[config.mk]
export PLATFORM = sky130hd
export DESIGN_NAME = stopwatch_digits
export DESIGN_NICKNAME = d
export VERILOG_FILES = /design/src/rtl/stopwatch_pkg.sv /design/src/rtl/bcd_digit.sv /design/src/rtl/stopwatch_digits.sv
export SDC_FILE = /design/constraint.sdc
export NUM_CORES = 1
export LEC_CHECK = 0
export BUFFER_PORTS_ARGS = -buffer_cell sky130_fd_sc_hd__clkbuf_2
export CAP_MARGIN = 20
export CORE_MARGIN = 4
export CORE_UTILIZATION = 55
export CTS_BUF_LIST = sky130_fd_sc_hd__clkbuf_8
export DETAILED_ROUTE_END_ITERATION = 10
export PLACE_DENSITY = 0.75
export SYNTH_ARGS = -nofsm -noshare
export SYNTH_HDL_FRONTEND = slang
export SYNTH_SLANG_ARGS = --single-unit
[constraint.sdc]
create_clock -name clock -period 3.4 [get_ports clock]
set_clock_uncertainty 0.1 [all_clocks]
set_input_delay 0.34 -clock clock [delete_from_list [all_inputs] [get_ports clock]]
set_output_delay 0.34 -clock clock [all_outputs]
set_load 0.02 [all_outputs]
[src/rtl/stopwatch_pkg.sv]
// Shared types and display-driver digit codes for the stopwatch core.
package stopwatch_pkg;

  typedef enum logic [1:0] {
    IDLE  = 2'd0,
    RUN   = 2'd1,
    PAUSE = 2'd2,
    OVER  = 2'd3
  } sw_state_t;

  // Codes understood by the seven-segment driver's decode table.
  localparam logic [3:0] CODE_H    = 4'd10;
  localparam logic [3:0] CODE_I    = 4'd11;
  localparam logic [3:0] CODE_DASH = 4'd15;

endpackage

[src/rtl/bcd_digit.sv]
// One modulo-MOD counter stage of the stopwatch's BCD cascade.
module bcd_digit #(
  parameter int MOD = 10
) (
  input  logic       clock,
  input  logic       reset,
  input  logic       clr,
  input  logic       inc,
  output logic [3:0] q,
  output logic       carry
);

  localparam logic [3:0] Q_MAX = 4'(MOD - 1);

  logic [3:0] q_q;
  logic [3:0] q_d;

  always_comb begin
    // NOTE: default first, so every path assigns q_d and no latch is inferred.
    q_d = q_q;
    if (clr) begin
      q_d = 4'd0;
    end else if (inc) begin
      q_d = (q_q == Q_MAX) ? 4'd0 : q_q + 4'd1;
    end
  end

  // NOTE: non-blocking assignments for every flop, reset taking priority.
  always_ff @(posedge clock) begin
    if (reset) begin
      q_q <= 4'd0;
    end else begin
      q_q <= q_d;
    end
  end

  assign q     = q_q;
  assign carry = inc && (q_q == Q_MAX);

endmodule

[src/rtl/stopwatch_digits.sv]
// Stopwatch core: button edge detect, run/pause FSM, 0.1 s prescaler and BCD
// digits feeding the seven-segment multiplexer; shows "HI--" after 9:59.9.
module stopwatch_digits
  import stopwatch_pkg::*;
#(
  parameter int TICK_DIV = 10_000_000
) (
  input  logic       clock,
  input  logic       reset,
  input  logic       start_stop,
  input  logic       clear,
  output logic [3:0] fourth,
  output logic [3:0] third,
  output logic [3:0] second,
  output logic [3:0] first,
  output logic       running,
  output logic       overflow
);

  localparam int             PW        = (TICK_DIV > 2) ? $clog2(TICK_DIV) : 1;
  localparam logic [PW-1:0]  PRESC_MAX = PW'(TICK_DIV - 1);

  sw_state_t     state_q, state_d;
  logic [PW-1:0] presc_q, presc_d;
  logic          start_q, clear_q;
  logic          running_q, running_d;
  logic          overflow_q, overflow_d;

  logic          start_rise, clear_rise, tick, at_max, tick_inc, digit_clr;
  logic [3:0]    tenths, secs, tens, mins;
  logic          c_tenths, c_secs, c_tens, carry_unused;

  assign start_rise = start_stop & ~start_q;
  assign clear_rise = clear & ~clear_q;
  assign tick       = (state_q == RUN) && (presc_q == PRESC_MAX);
  assign at_max     = (mins == 4'd9) && (tens == 4'd5) && (secs == 4'd9) && (tenths == 4'd9);
  // A tick at 9:59.9 moves to OVER instead of wrapping the digits.
  assign tick_inc   = tick && !at_max;

  always_comb begin
    state_d = state_q;
    unique case (state_q)
      IDLE:    if (start_rise) state_d = RUN;
      RUN: begin
        if (tick && at_max)  state_d = OVER;
        else if (start_rise) state_d = PAUSE;
      end
      PAUSE: begin
        if (clear_rise)      state_d = IDLE;
        else if (start_rise) state_d = RUN;
      end
      OVER:    if (clear_rise) state_d = IDLE;
      default: state_d = IDLE;
    endcase

    presc_d = presc_q;
    if (state_d == IDLE || state_d == OVER) begin
      presc_d = '0;
    end else if (state_q == RUN) begin
      presc_d = tick ? '0 : presc_q + 1'b1;
    end

    digit_clr  = (state_d == IDLE);
    running_d  = (state_d == RUN);
    overflow_d = (state_d == OVER);
  end

  always_ff @(posedge clock) begin
    if (reset) begin
      state_q    <= IDLE;
      presc_q    <= '0;
      start_q    <= 1'b0;
      clear_q    <= 1'b0;
      running_q  <= 1'b0;
      overflow_q <= 1'b0;
    end else begin
      state_q    <= state_d;
      presc_q    <= presc_d;
      start_q    <= start_stop;
      clear_q    <= clear;
      running_q  <= running_d;
      overflow_q <= overflow_d;
    end
  end

  bcd_digit #(.MOD(10)) u_tenths (
    .clock(clock), .reset(reset), .clr(digit_clr), .inc(tick_inc),
    .q(tenths), .carry(c_tenths)
  );
  bcd_digit #(.MOD(10)) u_secs (
    .clock(clock), .reset(reset), .clr(digit_clr), .inc(c_tenths),
    .q(secs), .carry(c_secs)
  );
  bcd_digit #(.MOD(6)) u_tens (
    .clock(clock), .reset(reset), .clr(digit_clr), .inc(c_secs),
    .q(tens), .carry(c_tens)
  );
  bcd_digit #(.MOD(10)) u_mins (
    .clock(clock), .reset(reset), .clr(digit_clr), .inc(c_tens),
    .q(mins), .carry(carry_unused)
  );

  always_comb begin
    fourth = mins;
    third  = tens;
    second = secs;
    first  = tenths;
    if (state_q == OVER) begin
      fourth = CODE_H;
      third  = CODE_I;
      second = CODE_DASH;
      first  = CODE_DASH;
    end
  end

  assign running  = running_q;
  assign overflow = overflow_q;

endmodule
### Word level (Yosys, flattened, before mapping)

Index checks and enable logic that the tools add are counted.

| word-level totals | value |
|---|---|
| word-level logic and storage cells | 59 |
| flip-flop bits (word level) | 46 |
| output and inout port bits | 18 |

| cells by class | value |
|---|---|
| bitwise gates (word level) | 4 |
| multiplexer cells | 15 |
| reductions and logical operators | 15 |
| add/subtract/negate cells | 5 |
| equal/unequal tests | 10 |

Operators with widths:

| cell | number |
|---|---|
| two-way mux 4 bit | 8 |
| adder 24 x 1 -> 24 bit (second input constant) | 1 |
| equality test 24 bit (second input constant) | 1 |
| two-way mux 24 bit | 1 |
| adder 4 x 1 -> 4 bit (second input constant) | 4 |
| equality test 4 bit (second input constant) | 3 |
| two-way mux 2 bit | 5 |
| logical AND 1 bit | 9 |
| one-hot mux 2 bit (4 select lines) | 1 |
| equality test 2 bit (second input constant) | 3 |
| equality test 2 x 1 -> 1 bit (second input constant) | 2 |
| equality test 4 x 3 -> 1 bit (second input constant) | 1 |
| logical NOT 2 bit | 2 |
| OR reduction 2 bit | 2 |
| AND 1 bit | 2 |
| inverter 1 bit | 2 |
| logical NOT 1 bit | 1 |
| logical OR 1 bit | 1 |

### Depth between registers and ports, before layout

Gate-level depths: netlist (run 1).

| depth | value |
|---|---|
| depth after elaboration | 10 |
| gate-level depth with buffers | 13 |
| gate-level depth less buffers | 10 |

### Modules after synthesis

From an unflattened synthesis (run 1), not the netlist that was laid out.

| second synthesis, totals | value |
|---|---|
| cells, all modules | 281 |
| area, all modules | 2502.4 µm² |

Modules (own cells, without submodules):

| module | sequential area each (µm²) | area each (µm²) | cells each | times used |
|---|---|---|---|---|
| stopwatch_digits | 600.6 | 1749.2 | 202 | 1 |
| bcd_digit (u_mins ...) | 80.1 | 188.9 | 20 | 3 |
| bcd_digit (u_tens) | 80.1 | 186.4 | 19 | 1 |

### Worst setup path before layout (run 1)

Ideal clock, no wire load.

| timing path | value |
|---|---|
| path kind | reg-to-reg |
| from | reg state_q[1] |
| to | reg u_tens.q_q[1], in the netlist u_tens.q[1] |
| clock period less this slack | 2.617 ns |
| cell stages (with the launch flop) | 14 |
| setup time | 0.074 ns |
| setup slack | 0.783 ns |
| arrival | 2.443 ns |
| required time | 3.226 ns |
| cell sequence | dfxtp_1 buf_6 and4b_1 buf_4 nand3_1 nor3_1 nand3_1 and2_1 ha_1 or2_2 clkbuf_1 a211oi_1 nand2_1 o21ai_0 |

| on the way | value |
|---|---|
| cells in the longest elaborated chain, start to end | 7 |

Ends and longest elaborated chain:

| element | RTL line | source |
|---|---|---|
| from (decl) | stopwatch_digits.sv:23 | `sw_state_t state_q, state_d;` |
| from (signal assigned) | stopwatch_digits.sv:77 | `state_q <= state_d;` |
| equality test 2 x 1 -> 1 bit | stopwatch_digits.sv:35, stopwatch_digits.sv:42 |  |
| logical AND 1 bit | stopwatch_digits.sv:35 | `assign tick = (state_q == RUN) && (presc_q == PRESC_MAX);` |
| logical AND 1 bit | stopwatch_digits.sv:45 | `if (tick && at_max) state_d = OVER;` |
| two-way mux 2 bit | stopwatch_digits.sv:45 |  |
| one-hot mux 2 bit (4 select lines) | stopwatch_digits.sv:42 | `unique case (state_q)` |
| logical NOT 2 bit | stopwatch_digits.sv:63 | `digit_clr = (state_d == IDLE);` |
| OR reduction 2 bit (no source line) | -- |  |
| to (signal assigned) | bcd_digit.sv:33 | `q_q <= q_d;` |
| to (decl) | bcd_digit.sv:15 | `logic [3:0] q_q;` |

Parallel ways exist; a longest one is shown, timed or not.
A chain may end at the register's enable or synchronous reset.

### Final worst setup path (run 1)

| timing path | value |
|---|---|
| from | reg presc_q[16] |
| to | reg presc_q[21] |

| on the way | value |
|---|---|
| cells in the longest elaborated chain, start to end | 8 |

Ends and longest elaborated chain:

| element | RTL line | source |
|---|---|---|
| from (decl) | stopwatch_digits.sv:24 | `logic [PW-1:0] presc_q, presc_d;` |
| from (signal assigned) | stopwatch_digits.sv:78 | `presc_q <= presc_d;` |
| equality test 24 bit | stopwatch_digits.sv:35 |  |
| logical AND 1 bit | stopwatch_digits.sv:35 |  |
| logical AND 1 bit | stopwatch_digits.sv:45 |  |
| two-way mux 2 bit | stopwatch_digits.sv:45 |  |
| one-hot mux 2 bit (4 select lines) | stopwatch_digits.sv:42 |  |
| equality test 2 bit or logical NOT 2 bit (tied branches) | stopwatch_digits.sv:57 | `if (state_d == IDLE \|\| state_d == OVER) begin` |
| logical OR 1 bit | stopwatch_digits.sv:57 |  |
| OR reduction 2 bit (no source line) | -- |  |

Parallel ways exist; a longest one is shown, timed or not.

==> metrics, run 1 <==
final worst slack=0.508 ns; crit share post-route=between 80 and 90%; TritonCTS Sinks=46; CP arrival=~3 ns; worst-path maximum fanout=20; row count=24; Place WS=0.485 ns; Routed WL=roughly 5000 um; Iter 0 DRT Violations=between 70 and 80; required time of the critical path=about 3.5 ns; predominant post-synthesis flop cell=dfxtp_1; Yosys cell types=48; Clk Latency, worst-skew pair=~0.3 ns; Worst VDD drop=187 uV; CTS clk-pin slew, worst paths=0.09 ns; worst min-delay path class=in -> reg; Max-slew headroom=between 50 and 60%; commonest cells after routing, fill and taps aside=dfxtp_1 (46), nor2_1 (40), nand2_1 (28); HPWL Detailed=3600 um; sum of negative setup slack=0 ns; Layout area overhead=9.02%; # resized after CTS=0; hold_sp=start_stop; status=complete, no violations; Internal Power=a little over 0.0007 W; R2R cell count=10; Largest delay share family, worst path=simple AND/OR/NAND/NOR gates; Async S/R FF share, synth=0%; Sequential Area=approximately 920 um2; Vias/cell=~5.5; met1 WL=roughly 2300 um; Final Hold Fails=0; met3 routed WL=around 280 um; max layer used=met4; Mapped Nets=304; Initial Utilization=56.8%; Root Buffer Master=clkbuf_8; DRC violations left=0; I/O Pins=22; CTS tree=built; pin count of the biggest net entering global routing=21; post-route ant nets=0; Setup crit end kind=flop; Yosys Warn Count=0; first-pass GRT wire length=around 8500 um; Worst Setup Path Type=reg -> reg; Fmax achieved=between 300 and 400 MHz; sequential power share=between 50% and 60%; Max-Cap Viols=0; power density over the cells=355 nW/um2; Port Buffer Count=21; Die H=74.8 um; clock buffer depth=2; Crit Reg-Reg Endpoint=presc_q[21]; area taken by multi-input logic gates=roughly 1400 um2; RSZ-0062 raised after global routing=false; Post-CTS Setup Inserts=0; Fillers=a little under 400; final max-slew violation count=0; initial antenna violation count=0; TritonCTS Buffers=5; total gr overflow=0; leakage power=~1.0 nW; hold_buf cts=0; cells after synthesis=around 300; drt wl/cell=between 10 and 15 um; fin nets=between 300 and 400; metal2 WL=2270 um; R2R Setup Slk=0.51 ns; Buf/Inv on CP=1; CP max stage cell=nand2_1; Critical Path Max Stage Delay=0.45 ns; sequential area share after synthesis=between 30% and 40%; combinational share of power=between 6 and 7%; DR pass1 iterations=4; vias in the first global route=roughly 1900; switching share of power=23.7%; routability cong.=between 0.8 and 0.9; Post-synth EDFFs=0; via count=2036; Hold EP=start_q; measured slew at the worst slew-check pin=between 0.7 and 0.8 ns; synthesized flop and latch total=between 40 and 50; GRT Overall Usage=around a fifth; Hold Crit Depth=2; Startpoint Class=flop; # setup viols final=0; critical-path cell list=nor3_1 -> nand3_1 -> nor3_1 -> buf_4 -> nand3_1 -> and2_1 -> ha_1 -> nor2_1 -> nand2_1 -> nor2_1; CORE AREA=4320 um2; syn_area_per_cell=between 8 and 9 um2; most common cell after layout, fill and taps aside=dfxtp_1; diode count=0; layout cells sized above 1=14.3%; R2R Path Start=presc_q[16]; P_sw=~0.00023 W; Post-Syn Area=2450 um2; Die W=approximately 75 um; die area=between 5000 and 6000 um2; Min Clock Period, post-route=between 2 and 3 ns; H-tree depth=2; share of power burned in the clock network=about 36%
==> final cells by class <==
cell class / instances / area share (%)
Multi-Input combinational cell: 221 / 52.6
Timing Repair Buffer: 25 / 5.05
Sequential cell: 46 / 34.4
Tap cell: 52 / 2.43
Clock buffer: 6 / 3.09
Clock inverter: 2 / 0.327
Inverter: 15 / 2.10
==> worst register-to-register path: cells and delay by family, from the launching register on <==
kind                       cells  cell delay, ns
and+or+nand+nor                8            1.88
DFF                            1            0.37
adders and majority gates      1            0.32
buffers and inverters          1            0.16
==> cells in the mapped netlist, drive strengths merged, types with 6 or more instances <==
library cell | instances | area (um2)
dfxtp | 46 | 921
nor2 | 40 | 150
nand2 | 28 | 105
xnor2 | 21 | 184
nor3 | 17 | 90.1
inv | 15 | 56.3
nand3 | 14 | 70.1
a21oi | 13 | 65.1
clkbuf | 9 | 36.3
nand2b | 8 | 50.1
nor4 | 8 | 56.3
xor2 | 8 | 70.1
nand4 | 7 | 65.1
nor2b | 7 | 43.8
and2 | 6 | 37.5
==> power by group through the flow <==
stage	Clock, W	Combinational (W)	Sequential, W
floorplan	0	0.0000476	0.000560
global placement	0	0.0000617	0.000560
global route	0.000373	0.0000692	0.000548
detailed placement	0	0.0000627	0.000560
CTS	0.000348	0.0000632	0.000547
finish	0.000339	0.0000628	0.000547
==> sequential cells by signal (all words and copies together) (netlist names) <==
register / flops
clear_q: 1
overflow: 1
presc_q: 24
running: 1
start_q: 1
state_q: 2
u_mins.q: 4
u_secs.q: 4
u_tens.q: 4
u_tenths.q: 4
==> cells by family (layout without fill, tap and decap cells) <==
logic type	Yosys count	in the layout	share of synthesized area (%)
simple gates	156	156	35.9
flops	46	46	37.5
compound gates	29	29	7.85
xor+xnor	29	29	10.3
buf+inv	29	48	5.15
fa+ha+maj	4	4	2.04
mux	3	3	1.22
==> routing by layer <==
layer | vias to the layer above | global-route usage (%)
met3 | 7 | 4.81
met1 | 931 | 26.6
li1 | 1046 | -
met4 | 0 | 5.93
met2 | 52 | 30.1
met5 | - | 0
==> how the worst max path moves through the flow <==
stage	endpoint	startpoint	cells after the start
after floorplan	u_tens.q[1]	state_q[1]	13
after global placement	presc_q[5]	presc_q[16]	10
after detailed placement	presc_q[16]	presc_q[16]	10
after CTS	presc_q[16]	presc_q[16]	10
after global routing	presc_q[21]	presc_q[16]	10
final	presc_q[21]	presc_q[16]	10
==> stage by stage <==
stage               hold WS [ns]  area (um2)  utilization, %  cells  total power [W]
floorplan                  0.350        2450               -    296         0.000607
global placement           0.370        2580            59.8    359         0.000621
detailed placement         0.379        2580            59.8    359         0.000623
CTS                        0.166        2680            61.9    367         0.000958
global route               0.170        2680            61.9    367         0.000990
finish                     0.160        2680            61.9    367         0.000949
Power figures use the tool's default switching activity.
==> inputs of run 2 (changes only) <==
--- a/config.mk
+++ b/config.mk
@@ -11,7 +11,7 @@
 export CORE_UTILIZATION = 55
 export CTS_BUF_LIST = sky130_fd_sc_hd__clkbuf_8
 export DETAILED_ROUTE_END_ITERATION = 10
-export PLACE_DENSITY = 0.75
+export PLACE_DENSITY = 0.78
 export SYNTH_ARGS = -nofsm -noshare
 export SYNTH_HDL_FRONTEND = slang
 export SYNTH_SLANG_ARGS = --single-unit
==> constraint.sdc (replaced) <==
create_clock -name clock -period 2.65 [get_ports clock]
set_clock_uncertainty 0.1 [all_clocks]
set_input_delay 0.265 -clock clock [delete_from_list [all_inputs] [get_ports clock]]
set_output_delay 0.265 -clock clock [all_outputs]
set_load 0.02 [all_outputs]
==> run 2 against run 1 <==
Worst hold slack got worse by 0.074 ns. Global-route usage rose by 1.6 points. Register-to-register slack lost 0.38 ns. Sequential share of layout area down 1.7 points. Critical path depth is 1 higher. Highest routed layer unchanged.
==> metrics, run 2 (synthesis results as in run 1) <==
vias in the first global route=2050 (was 1858); Max-Cap Viols=0 (unchanged); Min Clock Period, post-route=2.52 ns (was 2.89 ns); Layout area overhead=15.0% (was 9.02%); design area=2820 um2 (was 2680 um2); R2R Setup Slk=0.13 ns (was 0.51 ns); Inst Count DP=372 (was 359); CP arrival=2.67 ns (was 3.01 ns); Vias/cell=5.59 (was 5.55); routability cong.=0.862 (was 0.847); Iter 0 DRT Violations=127 (was 77); measured slew at the worst slew-check pin=0.497 ns (was 0.704 ns); initial antenna violation count=0 (unchanged); Worst VDD drop=269 uV (was 187 uV); diode count=0 (unchanged); Most flops, register=presc_q (unchanged); most common cell after layout, fill and taps aside=dfxtp_1 (unchanged); Routed WL=5380 um (was 4910 um); first-pass GRT wire length=9190 um (was 8470 um); Hold Slack=0.0860 ns (was 0.160 ns); fin cells=379 (was 367); via count=2120 (was 2036); TritonCTS Sinks=46 (unchanged); utilization after layout=65.3% (was 61.9%); R2R cell count=11 (was 10); CORE AREA=4320 um2 (unchanged); Fmax achieved=397 MHz (was 346 MHz); Port Buffer Count=21 (unchanged); HPWL Detailed=3820 um (was 3600 um); Die H=74.8 um (unchanged); CTS clk-pin slew, worst paths=0.09 ns (about the same); # setup viols final=0 (unchanged); DR pass1 iterations=4 (unchanged); Startpoint Class=flop (unchanged); Root Buffer Master=clkbuf_8 (unchanged); placed cell area=2680 um2 (was 2580 um2); post-route ant nets=0 (unchanged); critical-path cell list=and4bb_2 -> nand3_1 -> nor3_1 -> buf_4 -> nand3_1 -> and2_1 -> ha_1 -> nor2_1 -> nand2_1 -> a31oi_1 -> a21o_1 (was nor3_1 -> nand3_1 -> nor3_1 -> buf_4 -> nand3_1 -> and2_1 -> ha_1 -> nor2_1 -> nand2_1 -> nor2_1); Worst Setup Path Type=reg -> reg (unchanged); power density over the cells=470 nW/um2 (was 355 nW/um2); max reg flops=24 (unchanged); Max-slew headroom=66.7% (was 52.9%); Critical Path Max Stage Delay=0.34 ns (was 0.45 ns); required time of the critical path=2.80 ns (was 3.52 ns); Top cell by count, worst path=nand3_1; leakage power=1.09 nW (was 1.00 nW); layout cells sized above 1=19.9% (was 14.3%); Initial Utilization=56.8% (unchanged); I/O Pins=22 (unchanged); worst min-delay path class=in -> reg (unchanged); fin nets=335 (was 322); pin count of the biggest net entering global routing=21 (unchanged); Clk Latency, worst-skew pair=0.30 ns (about the same); Hold Crit Depth=2 (unchanged); hold_buf cts=0 (unchanged); GRT Overall Usage=21.0% (was 19.4%); TritonCTS Buffers=5 (unchanged); worst-path maximum fanout=5 (was 20); CTS tree=built (unchanged); Die W=74.8 um (unchanged); DRC violations left=0 (unchanged); commonest cells after routing, fill and taps aside=dfxtp_1 (44), nor2_1 (39), nand2_1 (28) (was dfxtp_1 (46), nor2_1 (40), nand2_1 (28)); row count=24 (unchanged); Fillers=370 (was 397); CP max stage cell=dfxtp_1 (was nand2_1); crit share post-route=95.1% (was 85.0%); status=complete, no violations (unchanged); final max-slew violation count=0 (unchanged); Setup crit end kind=flop (unchanged); total gr overflow=0 (unchanged); die area=5600 um2 (unchanged); clock buffer depth=2 (unchanged); Final Hold Fails=0 (unchanged); drt wl/cell=14.2 um (was 13.4 um); H-tree depth=2 (unchanged)
[run 2: layer usage]
| layer | GRT usage [%] | routed length [um] |
|---|---|---|
| met1 | 26.9 | 2460 |
| met2 | 36.2 | 2670 |
| met3 | 2.80 | 163 |
| met4 | 7.31 | 76 |
| met5 | 0 | 0 |
[run 2: layout make-up]
class                   instances  area (um2)  area share (%)
repair buffers                 38         233            8.24
flip-flops and latches         46         923            32.7
well taps                      52        65.1            2.30
clock inverters                 1        30.0            1.06
clock buffers                   6        82.6            2.92
multi-input cells             221        1430            50.8
inverters                      15        56.3            1.99
[run 2: worst paths after layout]
path / start / endpoint
min: clear / clear_q
max reg2reg: presc_q[13] / u_tenths.q[3]
min reg2reg: presc_q[1] / presc_q[1]
max: presc_q[13] / u_tenths.q[3]
[run 2: power breakdown]
| part | internal [W] | leakage (nW) | switching, W |
|---|---|---|---|
| Combinational | 0.0000320 | 0.656 | 0.0000603 |
| Clock | 0.000302 | 0.0573 | 0.000234 |
| Sequential | 0.000697 | 0.373 | 0.00000301 |
| Total | 0.00103 | 1.09 | 0.000297 |
[run 2: stage by stage]
stage                     power (W)  setup TNS, ns  setup slack (ns)
after floorplan            0.000779              0            0.0331
after global placement     0.000803              0             0.148
after detailed placement   0.000805              0            0.0355
after CTS                   0.00133              0           0.00554
after global routing        0.00138       -0.00653          -0.00653
final                       0.00133              0             0.129
[run 2: critical path: cells and delay by family, from the launching register on]
family	cells	cell delay (ns)
adders and majority gates	1	0.22
and+or+nand+nor	7	1.38
AOI/OAI and AO/OA	2	0.27
buffers and inverters	1	0.15
DFF	1	0.34
[run 2: what timing repair did]
action                                  CTS  global route
setup buffers                             0             0
endpoints found under the setup margin    0            28
gates resized for setup                   0             8
